`src/rtl/def_bus_driver.sv`:
```
// Latches a 13-bit word, drives its fields with a one-cycle strobe and waits
// for an acknowledge, re-driving on timeout up to MAX_RETRY times.
module def_bus_driver #(
  parameter int TIMEOUT   = 15,
  parameter int MAX_RETRY = 2
) (
  input  logic        clk,
  input  logic        reset,
  input  logic        in_valid,
  output logic        in_ready,
  input  logic [12:0] in_data,
  output logic [1:0]  signal_d,
  output logic [2:0]  signal_e,
  output logic [3:0]  signal_e2,
  output logic [3:0]  signal_e3,
  output logic        drv_strobe,
  input  logic        signal_f,
  output logic        done,
  output logic        err,
  output logic [1:0]  retries
);

  // state    | meaning
  // IDLE     | ready for a word; done/err pulse here after a transfer ends
  // DRIVE    | one-cycle strobe of the latched fields; ack ignored
  // WAIT_ACK | counting TIMEOUT cycles for signal_f
  typedef enum logic [1:0] {IDLE, DRIVE, WAIT_ACK} state_t;

  localparam int             CW = $clog2(TIMEOUT + 1);
  localparam logic [CW-1:0]  TC = CW'(TIMEOUT - 1);
  localparam logic [1:0]     MR = 2'(MAX_RETRY);

  state_t        state, state_nxt;
  logic [12:0]   fields;
  logic [CW-1:0] wait_cnt;
  logic [1:0]    retry_cnt;
  logic          done_q, err_q;
  logic          timeout, can_retry;

  // ack wins over a timeout in the same cycle
  assign timeout   = (state == WAIT_ACK) && !signal_f && (wait_cnt == TC);
  assign can_retry = retry_cnt < MR;

  always_ff @(posedge clk) begin
    if (reset) state <= IDLE;
    else       state <= state_nxt;
  end

  always_comb begin
    state_nxt = state;
    case (state)
      IDLE:     if (in_valid) state_nxt = DRIVE;
      DRIVE:    state_nxt = WAIT_ACK;
      WAIT_ACK: begin
        if (signal_f)     state_nxt = IDLE;
        else if (timeout) state_nxt = can_retry ? DRIVE : IDLE;
      end
      default:  state_nxt = IDLE;
    endcase
  end

  always_ff @(posedge clk) begin
    if (reset) begin
      fields    <= '0;
      wait_cnt  <= '0;
      retry_cnt <= '0;
      done_q    <= 1'b0;
      err_q     <= 1'b0;
    end else begin
      done_q <= (state == WAIT_ACK) && signal_f;
      err_q  <= timeout && !can_retry;
      case (state)
        IDLE: begin
          if (in_valid) begin
            fields    <= in_data;
            retry_cnt <= '0;
          end
        end
        DRIVE: wait_cnt <= '0;
        WAIT_ACK: begin
          if (!signal_f) begin
            if (timeout) begin
              if (can_retry) retry_cnt <= retry_cnt + 2'd1;
            end else if (wait_cnt != TC) begin
              wait_cnt <= wait_cnt + CW'(1);
            end
          end
        end
        default: ;
      endcase
    end
  end

  // outputs are held at zero for the whole reset cycle, not just after the edge
  always_comb begin
    in_ready   = 1'b0;
    drv_strobe = 1'b0;
    done       = 1'b0;
    err        = 1'b0;
    retries    = '0;
    signal_d   = '0;
    signal_e   = '0;
    signal_e2  = '0;
    signal_e3  = '0;
    if (!reset) begin
      in_ready   = (state == IDLE);
      drv_strobe = (state == DRIVE);
      done       = done_q;
      err        = err_q;
      retries    = retry_cnt;
      signal_d   = fields[12:11];
      signal_e   = fields[10:8];
      signal_e2  = fields[7:4];
      signal_e3  = fields[3:0];
    end
  end

endmodule
```
`config.mk`:
```
export PLATFORM = sky130hd
export DESIGN_NAME = def_bus_driver
export DESIGN_NICKNAME = d
export VERILOG_FILES = /design/src/rtl/def_bus_driver.sv
export SDC_FILE = /design/constraint.sdc
export NUM_CORES = 1
export LEC_CHECK = 0
export ABC_AREA = 1
export ABC_CLOCK_PERIOD_IN_PS = 1400
export CORE_UTILIZATION = 43
export DETAILED_ROUTE_END_ITERATION = 7
export PLACE_DENSITY = 0.77
export SLEW_MARGIN = 20
export SYNTH_ARGS = -nofsm -noshare
export SYNTH_HDL_FRONTEND = slang
export SYNTH_SLANG_ARGS = --single-unit
```
`constraint.sdc`:
```
create_clock -name clk -period 1.4 [get_ports clk]
set_input_delay 0.28 -clock clk [delete_from_list [all_inputs] [get_ports clk]]
set_output_delay 0.28 -clock clk [all_outputs]
set_load 0.03 [all_outputs]
```
# Word-level counts from Yosys, hierarchy flattened

Cells that the tools add are included.

Register bits after elaboration: 23
Bits of input ports: 17
Output and inout bits: 19
Word-level logic and storage cells: 56

$add $sub $neg: 2
Order comparisons: 1
Equality and inequality tests: 11
Mux-type cells: 23
Reductions and logical operators: 13

Operator list:

| kind                                                                    | count |
|---|---|
| 4-bit 2-to-1 mux                                                        | 5 |
| 2-bit 2-to-1 mux                                                        | 9 |
| 2-bit inequality test, second input constant                            | 5 |
| 4-bit one-hot mux with 2 select lines                                   | 1 |
| 2-bit one-hot mux with 3 select lines                                   | 1 |
| 1-bit 2-to-1 mux                                                        | 5 |
| 5-bit AND reduction                                                     | 1 |
| 4-bit by 1-bit adder with 4-bit output, second input constant           | 1 |
| 4-bit equality test, second input constant                              | 1 |
| 1-bit logical AND                                                       | 4 |
| 4-bit inequality test, second input constant                            | 1 |
| 2-bit one-hot mux with 2 select lines                                   | 1 |
| 2-bit AND reduction                                                     | 2 |
| 4-bit AND reduction                                                     | 1 |
| 2-bit nonzero test                                                      | 2 |
| 3-bit 2-to-1 mux                                                        | 1 |
| 3-bit inequality test, second input constant                            | 1 |
| 2-bit by 1-bit adder with 2-bit output, second input constant           | 1 |
| 2-bit by 1-bit equality test with 1-bit output, second input constant   | 1 |
| 2-bit equality test, second input constant                              | 1 |
| 1-bit zero test                                                         | 2 |
| 2-bit zero test                                                         | 1 |
| 2-bit < comparator, second input constant                               | 1 |
| 2-bit by 1-bit inequality test with 1-bit output, second input constant | 1 |

# Longest topological paths before layout

Gate-level depths: netlist of run 1.

Depth after elaboration: 6
Mapped depth: 8
Gate-level depth less buffers: 8

# Least setup slack after synthesis of run 1

Ideal clock, no wire load.

Path type: input port to output port
From: input reset
To: output in_ready
Arrival time: 1292 ps
Data required time: 1120 ps
Slack: -172 ps
Stages: 3
Buffers on the path: 2
Cell sequence: clkbuf_1 clkbuf_1 nor3_1

Longest elaborated chain between the ends: 1

Ends and longest elaborated chain:

| item             | RTL line | source |
|---|---|---|
| start, declared  | 8        | `input logic reset,` |
| 1-bit 2-to-1 mux | 105      | `if (!reset) begin` |
| end, declared    | 10       | `output logic in_ready,` |

No other way between the ends.

# Worst setup path in the final report of run 1

From: register state[1]
To: output drv_strobe

Longest elaborated chain between the ends: 2

Ends and longest elaborated chain:

| item                                           | RTL line | source |
|---|---|---|
| start, declared                                | 33       | `state_t state, state_nxt;` |
| start signal, assigned                         | 46       | `else state <= state_nxt;` |
| 2-bit by 1-bit equality test with 1-bit output | 107      | `drv_strobe = (state == DRIVE);` |
| 1-bit 2-to-1 mux                               | 105      |  |
| end, declared                                  | 16       | `output logic drv_strobe,` |

No other way between the ends.

==> results of run 1 <==
[sequential cells by signal, indices dropped and copies added, names as in the netlist]
signal and cells:
done_q 1, state 2, retry_cnt 2, wait_cnt 4
fields 13, err_q 1
[layout make-up]
class                           instances  area [sq um]
Clock buffer                            4         26.28
Fill cell                             198         720.7
Inverter                               25         96.34
Multi-Input combinational cell         86         450.4
Sequential cell                        23         466.7
Tap cell                               28         35.03
Timing Repair Buffer                   48         416.7
[stage by stage]
stage	setup TNS, ns	power (mW)	util, %
after floorplan	0	0.9199	-
after global placement	-2.058	1.044	63.12
after detailed placement	-2.720	1.052	63.12
after CTS	0	1.354	65.38
after global routing	-0.01650	1.438	67.42
final	0	1.356	67.42
[power groups by stage]
stage / clock (mW) / sequential, mW / combinational (mW)
3_3_place_gp: 0 / 0.729 / 0.315
3_5_place_dp: 0 / 0.730 / 0.322
4_1_cts: 0.307 / 0.718 / 0.328
6_report: 0.296 / 0.716 / 0.344
2_1_floorplan: 0 / 0.727 / 0.193
5_1_grt: 0.338 / 0.720 / 0.380
[cells by family (layout without fill, tap and decap cells)]
logic type	count (synthesis)	after routing	share of synthesized area (%)
AND/OR/NAND/NOR	50	50	22.84
AO/OA/AOI/OAI	34	34	16.79
buffers and inverters	31	77	12.47
flip-flops	23	23	45.43
adder cells (fa/ha/maj)	2	2	2.469
[worst max-delay path: cells and delay by family (launching register included)]
| kind | cells | cell delay [ns] |
|---|---|---|
| buffers and inverters | 2 | 0.23 |
| flip-flops | 1 | 0.36 |
| AND/OR/NAND/NOR | 2 | 0.17 |
[repair_timing]
| action | in CTS | in global routing |
|---|---|---|
| gates resized for setup | 9 | 6 |
| endpoints found under the setup margin | 19 | 7 |
| cloned | 1 | 0 |
| pin swaps | 0 | 1 |
| buffers inserted | 0 | 4 |
[worst max-delay path by stage]
stage	depth (start not counted)	end	slack [ns]	start
floorplan	3	drv_strobe	0.05	reset
global placement	5	fields[2]	-0.10	reset
detailed placement	5	fields[3]	-0.15	reset
CTS	8	wait_cnt[2]	0.006	wait_cnt[0]
global route	8	wait_cnt[0]	-0.01	wait_cnt[0]
finish	4	drv_strobe	0.06	state[1]
[placed cells by master (no fill, tap or decap), types with 2 or more instances in the layout]
master / Yosys / layout
buf_6: 1 / 2
o21ai_0: 14 / 13
clkdlybuf4s50_1: 0 / 15
clkbuf_4: 0 / 3
nand3_2: 1 / 2
buf_4: 0 / 28
nor2_1: 24 / 22
nand3_1: 5 / 4
dfxtp_1: 23 / 20
dfxtp_2: 0 / 2
nor2_2: 0 / 2
nand2_2: 0 / 2
inv_1: 23 / 23
a21oi_1: 20 / 19
ha_1: 2 / 2
nand2_1: 13 / 11
[Yosys cell counts (all sizes together)]
cell type / n
nand2: 13
a21oi: 20
dfxtp: 23
inv: 25
or2: 1
nand3: 7
nor4: 1
nor3: 2
nand4: 1
nor2: 25
clkbuf: 3
o21ai: 14
buf: 3
ha: 2
[layer usage]
layer	vias up	global-route usage [%]	wire [um]
met5	-	0	0
met4	0	9.259	25
met3	4	2.727	102
met2	30	33.11	1160
met1	436	23.93	1035
li1	531	-	-
==> out/qor.csv, run 1 <==
metric,value,unit
synth_top_area_share,45.43,%
synth_warnings,0,
fin_skew,0.003301,ns
core,2212,sq um
wl_per_cell,10.86,um
cap_viol_max_count,0,
clockPowerShare,21.8,%
min_to,wait_cnt[0],
p_sw_share,29.13,%
finalNonFillerCells,214,
setup_violations,0,
worst_pin_slew,0.3807,ns
p_int,0.9607,mW
p_leak,0.6727,nW
grt_overflow,0,
cts_buffer_depth,2,
area_growth,47.16,%
dp_hpwl,1.679,mm
ir_drop,0.5194,mV
worstPathArrival,1.06,ns
gp_congestion,0.8073,
cts_tree,done,
initial_utilization,45.81,%
clk_pin_slew,0.12,ns
p_sw,0.3948,mW
synth_cells,140,
place_area,1396,sq um
grt_antenna_before_repair,0,
dp_cells,205,
cpMaxStageDelayCell,dfxtp_2,
holdPathStages,1,
p_seq_share,52.8,%
crit_path_max_incr_delay,0.36,ns
die_y,50.55,um
ios,36,
period_needed,1.341,ns
max_freq,745.9,MHz
period_share,95.76,%
final-hold-violation-count,0,
timing_worst_setup_path_type,reg2out,
die_w,50.55,um
antenna_cells,0,
worstPathRequired,1.12,ns
stdcell_area,1491,sq um
ys_ff_latch,23,
status,completed,
drt_pre_antenna_iters,4,
final.setup.worst_slack,0.05935,ns
wl,2.324,mm
portBuffers,35,
grt_pass1_vias,917,
vias,1001,
synth_top_area_cell,dfxtp_1,
relSlewSlack,74.59,%
r2r_slack,0.10,ns
rows,17,
htreeDepth,1,
viasPerCell,4.678,
cts_root_buf,clkbuf_4,
synth.avg_cell_area,7.239,sq um
nNetsFinal,206,
hp-class,reg2reg,
syn-cell-area,1013,sq um
yosysSeqAreaShare,45.43,%
cts_made_buffers,3,
die_area,2555,sq um
insertion_delay,0.30,ns
ant_nets,0,
synth_area_leaders,"dfxtp_1, a21oi_1, nor2_1, inv_1, o21ai_0",
grt_util_all_layers,19.45,%
grt_max_degree,19,
final_layout_size_suffix_gt1_share,26.88,%
post-route-drc-count,0,
critPathCaptureType,output pin,
hold-worst-slack,0.4371,ns
r2r-start,wait_cnt[0],
reg2reg_depth,8,
synth.distinct_cells,19,
worstPathCellList,"inv_4, nand2_2, nor2_1, buf_4",
drt-initial-drc-count,15,
synth_nets,159,
slew_violations,0,
min_from,wait_cnt[0],
cts_hold_buffers,0,
start_kind,register,
p_comb_share,25.4,%
place_ws,-0.1497,ns
crit_path_max_fanout,4,
p_per_area,908.9,nW/um^2
r2r-end,wait_cnt[0],
grt_pass1_wl,3.808,mm
clock-sinks,23,
Note: power is estimated with default switching activity, not from simulation.
==> run 2: changes to the inputs <==
--- a/config.mk
+++ b/config.mk
@@ -14,3 +14,4 @@
 export SYNTH_ARGS = -nofsm -noshare
 export SYNTH_HDL_FRONTEND = slang
 export SYNTH_SLANG_ARGS = --single-unit
+export TNS_END_PERCENT = 20
==> results of run 2 <==
Same layout as run 1: the final DEF is identical, and so are final timing and power.
